<file path="config.mk">
export PLATFORM = sky130hd
export DESIGN_NAME = sha3_padder_stream
export DESIGN_NICKNAME = d
export VERILOG_FILES = /design/src/rtl/sha3_padder_stream.sv
export SDC_FILE = /design/constraint.sdc
export NUM_CORES = 2
export LEC_CHECK = 0
export CAP_MARGIN = 25
export CELL_PAD_IN_SITES_DETAIL_PLACEMENT = 2
export CELL_PAD_IN_SITES_GLOBAL_PLACEMENT = 2
export CORE_AREA = 3 3 435 437
export DETAILED_ROUTE_END_ITERATION = 10
export DIE_AREA = 0 0 438 440
export PLACE_DENSITY = 0.84
export SETUP_SLACK_MARGIN = 0.3
export SLEW_MARGIN = 10
export SYNTH_ARGS = -nofsm -noshare
export SYNTH_HDL_FRONTEND = slang
export SYNTH_SLANG_ARGS = --single-unit
</file>
<file path="constraint.sdc">
create_clock -name clk -period 2.15 [get_ports clk]
set_input_delay 0.43 -clock clk [delete_from_list [all_inputs] [get_ports clk]]
set_output_delay 0.43 -clock clk [all_outputs]
set_load 0.01 [all_outputs]
</file>
<file path="src/rtl/sha3_padder_stream.sv">
// sha3_padder_stream: packs a byte-oriented message stream into RATE-bit Keccak blocks with multi-rate padding.
// Revision: 1.0
`default_nettype none

module sha3_padder_stream #(
  parameter int         IN_W   = 32,
  parameter int         RATE   = 1088,
  parameter logic [7:0] SUFFIX = 8'h06
) (
  input  logic                         clk,
  input  logic                         reset,
  input  logic [IN_W-1:0]              in,
  input  logic                         in_valid,
  input  logic                         in_last,
  input  logic [$clog2(IN_W/8)-1:0]    byte_num,
  output logic                         in_ready,
  output logic [RATE-1:0]              out,
  output logic                         out_valid,
  output logic                         out_last,
  input  logic                         f_ack
);

  localparam int BYTES = IN_W / 8;
  localparam int WORDS = RATE / IN_W;
  localparam int CNT_W = $clog2(WORDS + 1);

  typedef enum logic [1:0] {
    ACCEPT = 2'd0,
    PAD    = 2'd1,
    FULL   = 2'd2
  } state_t;

  state_t            state, state_nx;
  logic [CNT_W-1:0]  cnt, cnt_nx;
  logic [RATE-1:0]   block, block_nx;
  logic              valid_nx, last_nx, ready_nx;
  logic              completes;
  logic [IN_W-1:0]   final_word;
  logic [IN_W-1:0]   pad_word;

  assign completes = (cnt == CNT_W'(WORDS - 1));
  assign out       = block;

  // Final word: message bytes, then the domain suffix, then zeros; the
  // closing 0x80 lands in the LSB byte only when this word ends the block.
  always_comb begin
    final_word = '0;
    for (int i = 0; i < BYTES; i++) begin
      if (i < int'(byte_num)) begin
        final_word[IN_W-1-8*i -: 8] = in[IN_W-1-8*i -: 8];
      end else if (i == int'(byte_num)) begin
        final_word[IN_W-1-8*i -: 8] = SUFFIX;
      end
    end
    if (completes) begin
      final_word[7:0] = final_word[7:0] | 8'h80;
    end
  end

  assign pad_word = completes ? {{(IN_W-8){1'b0}}, 8'h80} : '0;

  always_comb begin
    state_nx = state;
    cnt_nx   = cnt;
    block_nx = block;
    valid_nx = out_valid;
    last_nx  = out_last;
    ready_nx = in_ready;
    case (state)
      ACCEPT: begin
        ready_nx = 1'b1;
        if (in_valid && in_ready) begin
          block_nx = (block << IN_W) | RATE'(in_last ? final_word : in);
          if (completes) begin
            cnt_nx   = '0;
            valid_nx = 1'b1;
            last_nx  = in_last;
            ready_nx = 1'b0;
            state_nx = FULL;
          end else begin
            cnt_nx = cnt + CNT_W'(1);
            if (in_last) begin
              ready_nx = 1'b0;
              state_nx = PAD;
            end
          end
        end
      end
      PAD: begin
        ready_nx = 1'b0;
        block_nx = (block << IN_W) | RATE'(pad_word);
        if (completes) begin
          cnt_nx   = '0;
          valid_nx = 1'b1;
          last_nx  = 1'b1;
          state_nx = FULL;
        end else begin
          cnt_nx = cnt + CNT_W'(1);
        end
      end
      FULL: begin
        ready_nx = 1'b0;
        if (f_ack) begin
          valid_nx = 1'b0;
          last_nx  = 1'b0;
          ready_nx = 1'b1;
          state_nx = ACCEPT;
        end
      end
      default: begin
        state_nx = ACCEPT;
        cnt_nx   = '0;
        valid_nx = 1'b0;
        last_nx  = 1'b0;
        ready_nx = 1'b0;
      end
    endcase
  end

  always_ff @(posedge clk or negedge reset) begin
    if (!reset) begin
      state     <= ACCEPT;
      cnt       <= '0;
      block     <= '0;
      out_valid <= 1'b0;
      out_last  <= 1'b0;
      in_ready  <= 1'b0;
    end else begin
      state     <= state_nx;
      cnt       <= cnt_nx;
      block     <= block_nx;
      out_valid <= valid_nx;
      out_last  <= last_nx;
      in_ready  <= ready_nx;
    end
  end

endmodule

`default_nettype wire

</file>
==> out/results.txt <==
First-pass DRT Iterations = 5
commonest non-fill, non-tap cells in the layout = nand2_1, buf_4, dfrtp_1, buf_6, clkbuf_2
GRT Total Usage = 22.8%
CTS sink count = 1,099
area grow syn2layout = 39.9%
initial core utilization = 26.7%
Peak VDD IR = 0.917 mV
dpl hpwl = 157 mm
Hold Path Class = in2async
Routed Antenna Nets = 0
H-Tree Depth = 4
core area = 0.185 mm^2
first-pass GRT wire length = 325 mm
Max Clock Skew = 0.0600 ns
Root Driver = clkbuf_16
largest net degree at the start of global routing = 94
met1 global-route usage = 23.5%
vias in the first global route = 44.8k
WP data required = 2.82 ns
Post-Route WL = 308 mm
GRT overflow = 0
Worst Path Max Fanout = 17
sequential share of the synthesized area = 55.6%
Reg-to-Reg Start = state[1]
final core area utilization = 37.3%
gpl congestion = 0.891
GRT busiest layer = met2
cell row count = 158
CP Class = reg2reg
Max Cap Viol = 0
Pleak = 39.9 nW
die span in y = 440 um
Syn Nets = 5,717
# DRC = 0
Reg clk slew, reported paths = 0.07 ns
Slew @ Worst Pin = 0.655 ns
failing checks = setup timing
die area = 0.193 mm^2
mapped cell area = 0.0495 mm^2
count of input and output buffers = 1,129
Avg Cell Area, Syn = 8.72 um^2
final setup violation count = 5
post-DR vias/cell = 4.84
critical path arrival = 2.87 ns
max-slew violation count = 0
Distinct cells, synth = 36
routed len/inst = 32.4 um
Final period util = 102%
Max Clk Rate = 456 MHz
initial antenna violation count = 6
commonest non-fill, non-tap cell in the layout = nand2_1
Syn Inst Count = 5,676
met2 usage = 39.9%
PwrDens = 1790 mW/mm^2
initial DRC count = 3,024
status = complete, but fails checks
share of cells above drive strength 1 = 38.9%
RSZ-0062 raised after global routing = true
pre-CTS setup slack = -0.379 ns
Critical R2R Capture = out[7]
Critical Path End Type = register
Die W = 438 um
Synth Register Bits = 1,099
Final Hold Vio Count = 0
via total after detailed routing = 46.0k
routing usage on met3 = 6.35%
TritonCTS clock tree = done
Worst R2R Path Depth = 7
Bufs on Longest Clock Path = 3
relative slew slack = 55.9%
CTS Buf Count = 133
Clk Latency, worst-skew pair = 0.84 ns
R2R Setup Slk = -0.04 ns
fin nets = 6,962
post-route minimum period = 2.19 ns
worst setup margin = -0.0450 ns
io pins = 1,130
Yosys Warn Count = 0
crit path launch type = register
[cell usage after synthesis]
master / count / area (um^2)
buf_1: 6 / 22.5
o2bb2ai_1: 1 / 8.76
ha_1: 2 / 25.0
o211a_1: 1 / 10.0
o21ai_0: 15 / 75.1
clkbuf_1: 29 / 109
and2_1: 1 / 6.26
nand2_1: 3187 / 12000
o311a_1: 1 / 10.0
buf_4: 1075 / 8070
o21ai_2: 1 / 8.76
nor2b_1: 3 / 18.8
a22o_1: 22 / 193
inv_1: 4 / 15.0
a31oi_1: 3 / 18.8
mux2i_1: 1 / 10.0
o21a_1: 1 / 7.51
a21o_1: 1 / 7.51
buf_6: 45 / 507
buf_2: 143 / 716
or3_1: 3 / 18.8
nor4_1: 1 / 6.26
mux2_2: 1 / 11.3
and3b_1: 1 / 8.76
o22ai_1: 2 / 12.5
nor4b_1: 1 / 8.76
a21boi_0: 1 / 7.51
o41ai_1: 1 / 8.76
nor3b_1: 1 / 7.51
nand3_1: 4 / 20.0
nor3_1: 4 / 20.0
nand3b_1: 1 / 7.51
dfrtp_1: 1099 / 27500
a21oi_1: 2 / 10.0
nor2_1: 10 / 37.5
nand2b_1: 2 / 12.5
[timing repair]
item                       4_1_cts  5_1_grt
gates cloned                     0       63
buffers inserted                83      906
resized for setup             1397     3496
hold buffers                     1        0
hold endpoints to repair       126        0
setup endpoints to repair     2173     2151
pin swaps                        0       18
[how the worst max path moves through the flow]
stage / to / start / depth (start not counted)
2_1_floorplan: cnt[2] / state[1] / 9
3_3_place_gp: out[17] / in_valid / 5
3_5_place_dp: out[18] / in_valid / 5
4_1_cts: out[548] / out[548] / 1
5_1_grt: out[7] / state[1] / 7
6_report: out[7] / state[1] / 7
[through the flow]
stage | hold WS [ns] | TNS [ns] | cells | power, mW | instance area [um^2]
3_5_place_dp | 0.388 | -126.81 | 8213 | 79.1 | 57100
6_report | 0.166 | -0.108 | 9503 | 124 | 69200
3_3_place_gp | 0.392 | -110.76 | 8213 | 77.1 | 57100
5_1_grt | 0.147 | -0.440 | 9501 | 128 | 69200
4_1_cts | 0.117 | 0 | 8528 | 100 | 61100
2_1_floorplan | 0.134 | 0 | 5676 | 59.0 | 49500
[kinds of logic after synthesis]
kind of cell | after synthesis | synth area share, %
simple gates | 3219 | 24.5
flops | 1099 | 55.6
mux | 2 | 0.0430
compound gates | 52 | 0.763
fa+ha+maj | 2 | 0.0505
buf+inv | 1302 | 19.1
[routing by layer]
layer  wire, um  part of all wire, %
met1     101000                   33
met4      34300                   11
met2     152000                   49
met3      20200                  6.6
met5          0                    0
[report_power, final]
group          switching [mW]  total, mW  internal, mW
clock                    11.0       24.6          13.6
sequential               9.49       37.7          28.2
combinational            35.1       61.5          26.4
[final cells by class]
class / count / area (um^2)
clock buffers: 197 / 3930
diodes: 6 / 15.0
fillers: 20200 / 116000
multi-input cells: 3275 / 12800
inverters: 4 / 15.0
repair buffers: 2408 / 21100
flip-flops and latches: 1099 / 27700
clock inverters: 34 / 517
well taps: 2480 / 3100
[worst max-delay path: stages (launching register included)]
cell and delay (ns):
dfrtp_2 0.50, and3b_2 0.36, o21ai_4 0.10, buf_12 0.19, buf_4 0.17, clkbuf_16 0.19
clkbuf_16 0.20, o21ai_0 0.33
[flip-flops by register name (all words and copies together) (netlist names)]
signal and flops:
out 1088, in_ready 1, out_valid 1, cnt 6, state 2, out_last 1
Note: power is estimated with default switching activity, not from simulation.
